### src/rtl/fir_pkg.sv
// fir_pkg: shared definitions for the FIR multiply-accumulate sequencer.
//   - Default parameter constants for sample, tap and accumulator widths.
//   - Sequencer state enumeration.
package fir_pkg;

    localparam int unsigned DEF_DATA_IN_WIDTH = 16;
    localparam int unsigned DEF_TAP_WIDTH     = 24;
    localparam int unsigned DEF_TAP_COUNT     = 36;
    localparam int unsigned DEF_ACC_WIDTH     = 64;

    typedef enum logic [1:0] {
        ST_IDLE = 2'd0,
        ST_MAC  = 2'd1,
        ST_OUT  = 2'd2
    } fir_state_e;

endpackage

### src/rtl/fir_mac_unit.sv
// fir_mac_unit: registered signed multiply-accumulate.
//   clk, reset_n : clock (rising edge), asynchronous active-low reset
//   clr_i        : synchronous clear of the accumulator (wins over en_i)
//   en_i         : accumulate a_i*b_i on this edge
//   a_i, b_i     : signed operands
//   acc_o        : registered accumulator, wraps modulo 2^ACC_W
module fir_mac_unit #(
    parameter int unsigned A_W   = 16,
    parameter int unsigned B_W   = 24,
    parameter int unsigned ACC_W = 64
) (
    input  logic                    clk,
    input  logic                    reset_n,
    input  logic                    clr_i,
    input  logic                    en_i,
    input  logic signed [A_W-1:0]   a_i,
    input  logic signed [B_W-1:0]   b_i,
    output logic signed [ACC_W-1:0] acc_o
);

    localparam int unsigned P_W = A_W + B_W;

    logic signed [P_W-1:0]   prod;
    logic signed [ACC_W-1:0] prod_ext;
    logic signed [ACC_W-1:0] acc_d;
    logic signed [ACC_W-1:0] acc_q;

    // Full-precision product, sign-extended to the accumulator width.
    assign prod     = a_i * b_i;
    assign prod_ext = {{(ACC_W - P_W){prod[P_W-1]}}, prod};

    always_comb begin
        acc_d = acc_q;
        if (clr_i) begin
            acc_d = '0;
        end else if (en_i) begin
            acc_d = acc_q + prod_ext;
        end
    end

    always_ff @(posedge clk or negedge reset_n) begin
        if (!reset_n) begin
            acc_q <= '0;
        end else begin
            acc_q <= acc_d;
        end
    end

    assign acc_o = acc_q;

endmodule

### src/rtl/fir_mac_sequencer.sv
// fir_mac_sequencer: time-multiplexed FIR filter, one multiply-accumulate per cycle.
//   clk, reset_n       : clock (rising edge), asynchronous active-low reset
//   s_valid/s_ready    : input sample handshake, s_data signed sample
//   coef_we/coef_addr/coef_data : coefficient write port, accepted only in IDLE
//   coef_err           : one-cycle pulse after a rejected coefficient write
//   m_valid/m_ready    : result handshake, m_data signed filter result
//   busy               : high whenever the sequencer is not IDLE
module fir_mac_sequencer
    import fir_pkg::*;
#(
    parameter int unsigned DATA_IN_WIDTH = DEF_DATA_IN_WIDTH,
    parameter int unsigned TAP_WIDTH     = DEF_TAP_WIDTH,
    parameter int unsigned TAP_COUNT     = DEF_TAP_COUNT,
    parameter int unsigned ACC_WIDTH     = DEF_ACC_WIDTH
) (
    input  logic                            clk,
    input  logic                            reset_n,
    input  logic                            s_valid,
    output logic                            s_ready,
    input  logic signed [DATA_IN_WIDTH-1:0] s_data,
    input  logic                            coef_we,
    input  logic [$clog2(TAP_COUNT)-1:0]    coef_addr,
    input  logic signed [TAP_WIDTH-1:0]     coef_data,
    output logic                            coef_err,
    output logic                            m_valid,
    input  logic                            m_ready,
    output logic signed [ACC_WIDTH-1:0]     m_data,
    output logic                            busy
);

    localparam int unsigned PTR_W = $clog2(TAP_COUNT);
    localparam int unsigned K_W   = $clog2(TAP_COUNT + 1);
    localparam logic [PTR_W-1:0] LAST_PTR = PTR_W'(TAP_COUNT - 1);
    localparam logic [K_W-1:0]   K_DONE   = K_W'(TAP_COUNT);

    fir_state_e state_q, state_d;

    logic [PTR_W-1:0] wr_ptr_q, wr_ptr_d;
    logic [PTR_W-1:0] rd_ptr_q, rd_ptr_d;
    logic [K_W-1:0]   k_q, k_d;
    logic signed [ACC_WIDTH-1:0] m_data_q, m_data_d;
    logic coef_err_q, coef_err_d;

    logic signed [DATA_IN_WIDTH-1:0] smp_q  [TAP_COUNT];
    logic signed [TAP_WIDTH-1:0]     coef_q [TAP_COUNT];

    logic accept, mac_en, load_out, coef_ok;
    logic signed [DATA_IN_WIDTH-1:0] smp_rd;
    logic signed [TAP_WIDTH-1:0]     coef_rd;
    logic signed [ACC_WIDTH-1:0]     acc;

    // ---------------- FSM: state register ----------------
    always_ff @(posedge clk or negedge reset_n) begin
        if (!reset_n) begin
            state_q <= ST_IDLE;
        end else begin
            state_q <= state_d;
        end
    end

    // ---------------- FSM: next state ----------------
    // MAC spends TAP_COUNT cycles accumulating (k = 0..TAP_COUNT-1) plus one
    // final cycle at k == TAP_COUNT that moves the settled sum into m_data.
    always_comb begin
        state_d = state_q;
        unique case (state_q)
            ST_IDLE: if (s_valid)          state_d = ST_MAC;
            ST_MAC:  if (k_q == K_DONE)    state_d = ST_OUT;
            ST_OUT:  if (m_ready)          state_d = ST_IDLE;
            default:                       state_d = ST_IDLE;
        endcase
    end

    // ---------------- FSM: outputs / controls ----------------
    always_comb begin
        s_ready  = (state_q == ST_IDLE);
        busy     = (state_q != ST_IDLE);
        m_valid  = (state_q == ST_OUT);
        accept   = (state_q == ST_IDLE) && s_valid;
        mac_en   = (state_q == ST_MAC) && (k_q != K_DONE);
        load_out = (state_q == ST_MAC) && (k_q == K_DONE);
        coef_ok  = coef_we && (state_q == ST_IDLE) && (32'(coef_addr) < TAP_COUNT);
    end

    // ---------------- datapath next state ----------------
    always_comb begin
        wr_ptr_d   = wr_ptr_q;
        rd_ptr_d   = rd_ptr_q;
        k_d        = k_q;
        m_data_d   = m_data_q;
        coef_err_d = coef_we && !coef_ok;
        if (accept) begin
            wr_ptr_d = (wr_ptr_q == LAST_PTR) ? '0 : wr_ptr_q + 1'b1;
            // The sample written this edge is the newest, so reading starts there.
            rd_ptr_d = wr_ptr_q;
            k_d      = '0;
        end else if (mac_en) begin
            rd_ptr_d = (rd_ptr_q == '0) ? LAST_PTR : rd_ptr_q - 1'b1;
            k_d      = k_q + 1'b1;
        end
        if (load_out) begin
            m_data_d = acc;
        end
    end

    always_ff @(posedge clk or negedge reset_n) begin
        if (!reset_n) begin
            wr_ptr_q   <= '0;
            rd_ptr_q   <= '0;
            k_q        <= '0;
            m_data_q   <= '0;
            coef_err_q <= 1'b0;
        end else begin
            wr_ptr_q   <= wr_ptr_d;
            rd_ptr_q   <= rd_ptr_d;
            k_q        <= k_d;
            m_data_q   <= m_data_d;
            coef_err_q <= coef_err_d;
        end
    end

    // ---------------- circular sample buffer ----------------
    always_ff @(posedge clk or negedge reset_n) begin
        if (!reset_n) begin
            for (int unsigned i = 0; i < TAP_COUNT; i++) begin
                smp_q[i] <= '0;
            end
        end else if (accept) begin
            smp_q[wr_ptr_q] <= s_data;
        end
    end

    // ---------------- coefficient storage ----------------
    always_ff @(posedge clk or negedge reset_n) begin
        if (!reset_n) begin
            for (int unsigned i = 0; i < TAP_COUNT; i++) begin
                coef_q[i] <= '0;
            end
        end else if (coef_ok) begin
            coef_q[coef_addr] <= coef_data;
        end
    end

    assign smp_rd  = smp_q[rd_ptr_q];
    assign coef_rd = coef_q[k_q[PTR_W-1:0]];

    fir_mac_unit #(
        .A_W   (DATA_IN_WIDTH),
        .B_W   (TAP_WIDTH),
        .ACC_W (ACC_WIDTH)
    ) u_mac (
        .clk     (clk),
        .reset_n (reset_n),
        .clr_i   (accept),
        .en_i    (mac_en),
        .a_i     (smp_rd),
        .b_i     (coef_rd),
        .acc_o   (acc)
    );

    assign m_data   = m_data_q;
    assign coef_err = coef_err_q;

endmodule

### config.mk
export PLATFORM = sky130hd
export DESIGN_NAME = fir_mac_sequencer
export DESIGN_NICKNAME = d
export VERILOG_FILES = /design/src/rtl/fir_pkg.sv /design/src/rtl/fir_mac_unit.sv /design/src/rtl/fir_mac_sequencer.sv
export SDC_FILE = /design/constraint.sdc
export NUM_CORES = 2
export LEC_CHECK = 0
export ABC_AREA = 0
export BUFFER_PORTS_ARGS = -buffer_cell sky130_fd_sc_hd__buf_4
export CAP_MARGIN = 30
export CORE_ASPECT_RATIO = 0.8
export CORE_MARGIN = 2
export CORE_UTILIZATION = 40
export CTS_BUF_LIST = sky130_fd_sc_hd__clkbuf_4 sky130_fd_sc_hd__clkbuf_8
export CTS_CLUSTER_SIZE = 25
export DETAILED_ROUTE_END_ITERATION = 8
export GPL_TIMING_DRIVEN = 0
export HOLD_SLACK_MARGIN = 0.12
export SYNTH_ARGS = -nofsm -noshare
export SYNTH_HDL_FRONTEND = slang
export SYNTH_SLANG_ARGS = --single-unit
### constraint.sdc
create_clock -name clk -period 11.47 [get_ports clk]
set_clock_uncertainty 0.15 [all_clocks]
set_input_delay 0.5735 -clock clk [delete_from_list [all_inputs] [get_ports clk]]
set_output_delay 0.5735 -clock clk [all_outputs]
set_load 0.01 [all_outputs]
==> summary.txt <==
Status
  • Status: complete, no violations

Power and ir drop
  • Worst vdd ir: approximately 0.22 mV
  • Power density over the cells: 229 mW/mm^2
  • Lkg Pwr: 50.3 nW
  • Tot Pwr: 23.5 mW

Placement
  • Hpwl dp: 194 mm
  • Post-place setup slack: -0.953 ns
  • # placed instances: just under 10000
  • Port buffer count: a little over 90
  • Dpl cell area: between 0.09 and 0.1 mm^2
  • GP Congestion: around 0.93

Global route
  • Initial antenna violation count: 23
  • GR Util All Layers: between 20 and 25%
  • Largest net degree at the start of global routing: around 180
  • Global-route wire length before repair: between 300 and 400 mm
  • Grt ovf: 0
  • Vias in the first global route: 60300

Finish
  • Share of cells above drive strength 1: between 30% and 40%
  • Filler cells: between 20000 and 25000
  • Nets: 7846
  • Area grow syn2layout: 13.4%
  • Layout Cells excl Fill: around 10000
  • Fin area: 0.103 mm^2
  • Core Util, Final: 45.5%

Floorplanning
  • Std-Cell Rows: 156
  • Ports: about 120
  • Die width: between 500 and 600 um
  • Die Area: about 0.23 mm^2
  • DIE HEIGHT: between 400 and 500 um
  • Initial Util: between 40% and 50%
  • Core ar.: roughly 0.23 mm^2

Yosys
  • Post-synthesis sequential area ratio: about 44%
  • Number of flops mapped to enable cells by yosys: 0
  • Synth top area cells: dfrtp_1, mux2_2, fa_1
  • Mapped Cells: around 6600
  • Synth cell types: 81
  • Top_reg_cell synth: dfrtp_1
  • Ys Warns: 0
  • Most frequent cell after synthesis: dfrtp_1
  • Syn avg cell area: roughly 14 um^2
  • Net Count, Synth: between 7000 and 8000
  • Number of synthesized register bits: about 1600
  • Mapped cell area: between 0.09 and 0.1 mm^2
  • Most frequent cells after synthesis: dfrtp_1, mux2_2, inv_1
  • Post-synth top area cell: dfrtp_1
  • Synth async-reset ratio: 100%
  • Area share of the largest cell type after synthesis: 44.0%

Setup path
  • Reg-to-reg endpoint: u_mac.acc_o[60]
  • Startpoint types: flip-flop
  • Worst path slowest cell: a21oi_2
  • Max FO, Critical Path: 10
  • R2R depth: 29
  • Critical path origin: k_q[1]
  • R2R Path Start: k_q[1]
  • Critical Path RT: between 10 and 15 ns
  • Worst path arrival time: ~12 ns
  • Critical path capture point type: flip-flop
  • Critical path capture point: u_mac.acc_o[60]
  • CP dominant cell by count: fa_1
  • Setup slack, reg-to-reg: ~0.23 ns
  • CP max stage delay: between 0.6 and 0.7 ns
  • CP Class: reg2reg

CTS
  • Clk sinks: roughly 1600
  • H-Tree Depth: 5
  • Clk pin slew, worst setup/hold paths: roughly 0.07 ns
  • Clock buffer count from CTS: 278
  • CTS Buffer Depth: 4
  • Root Driver: clkbuf_8
  • TritonCTS clock tree: done
  • Clk_lat worst skew: 0.97 ns

Route
  • DR pass1 iterations: 5
  • Routed WL: around 260 mm
  • WL per Instance: 25.3 um
  • Drt drc: 0
  • Final ANT Viol Nets: 0
  • Vias post-DR: 57000
  • Vias/cell: roughly 5.5
  • Initial DRC count: around 4500

Run
  • Max Cap Viol: 0

STA
  • Maximum clock frequency: a little under 90 MHz
  • Fin crit period: ~11 ns
  • Hold Vio Cnt, Final: 0
  • Least-Margin Pin Slew: 1.09 ns
  • Worst hold slack: approximately 0.17 ns
  • Max Slew Vio Count: 0
  • Slew HR: between 20% and 30%
  • Setup ws final: roughly 0.23 ns
  • Period utilization: a little over nine tenths
  • Setup_tns: 0 ns
  • Finish-stage setup viols: 0

Min path
  • Hold Path Class: in2reg
[metal layers]
metal  routed length, um  vias to the layer above  part of all wire (%)  GRT usage [%]
li1                    -                    24000                     -              -
met1              122000                    30700                    47           34.6
met2              112000                     1853                    43           32.8
met3               19700                      414                   7.5           5.29
met4                7430                       18                   2.8           6.73
met5                 106                        -                 0.041              0
[registers in the layout, summed over array words and instances (netlist names)]
signal	count
u_mac.acc_o	64
k_q	6
coef_q	864
state_q	2
coef_err	1
m_data	64
rd_ptr_q	6
smp_q	576
wr_ptr_q	6
[cell type report]
cell class / count / area [um^2] / share of cell area [%]
Antenna cell: 7 / 17.5 / 0.0171
Buffer: 474 / 2010 / 1.96
Clock buffer: 436 / 5490 / 5.36
Clock inverter: 39 / 395 / 0.386
Inverter: 632 / 2380 / 2.32
Multi-Input combinational cell: 3928 / 46300 / 45.2
Sequential cell: 1589 / 39800 / 38.8
Tap cell: 3002 / 3760 / 3.66
Timing Repair Buffer: 210 / 2360 / 2.30
[logic make-up (layout without fill, tap and decap cells)]
group / Yosys count / after routing / synth area share (%)
other: 0 / 7 / 0
multiplexers: 1992 / 1992 / 30.1
flip-flops: 1589 / 1589 / 44.0
AO/OA/AOI/OAI: 375 / 375 / 2.76
buffers and inverters: 1106 / 1791 / 4.80
adder cells (fa/ha/maj): 682 / 682 / 13.7
AND/OR/NAND/NOR: 815 / 815 / 4.00
XOR/XNOR: 64 / 64 / 0.620
[where the power goes]
part	leakage [nW]	internal [mW]	total, mW	switching, mW
clock	3.11	3.17	5.61	2.44
sequential	21.9	6.35	6.79	0.449
combinational	25.4	4.31	11.1	6.80
[how the worst min path moves through the flow]
stage	start	to	slack, ns	cells after the start
6_report	coef_data[3]	coef_q[3]	0.17	2
5_1_grt	coef_data[3]	coef_q[3]	0.16	2
4_1_cts	coef_addr[4]	coef_q[815]	0.12	4
3_5_place_dp	reset_n	coef_q[741]	0.22	1
3_3_place_gp	smp_q[526]	smp_q[526]	0.31	1
2_1_floorplan	reset_n	coef_err	0.13	0
[placed cells by master, fill, tap and decap left out, types with 15 or more instances in the layout]
master and instances:
a211oi_1 15, a21o_1 41, a21oi_1 91, and3_1 19, buf_1 46, buf_16 19
buf_2 75, buf_4 111, buf_6 25, buf_8 35, clkbuf_1 329, clkbuf_4 85
clkbuf_8 355, clkinv_2 19, dfrtp_1 1589, dlygate4sd3_1 31, fa_1 512, ha_1 168
inv_1 612, inv_2 19, mux2_1 20, mux2_2 1487, mux2i_1 51, mux4_2 431
nand2_1 270, nand2b_1 36, nand3_1 55, nand4_1 19, nor2_1 315, nor2b_1 20
nor3_1 20, o21ai_0 85, o21ai_1 15, xnor2_1 38, xor2_1 26
[repair_timing]
action                                 CTS  global route
cloned                                   0             0
setup buffers                            3             3
endpoints found under the hold margin  324             0
resized for setup                       19            25
pin swaps                                0             1
hold buffers                            31             0
setup endpoints to repair               22            16
[critical path: cells and delay by family, from the launching register on]
kind                       cells  cell delay [ns]
muxes                          3             1.40
DFF                            1             0.46
buffers and inverters          7             1.98
AOI/OAI and AO/OA              6             2.53
and+or+nand+nor                6             1.19
adders and majority gates      7             3.41
Power figures use the tool's default switching activity.
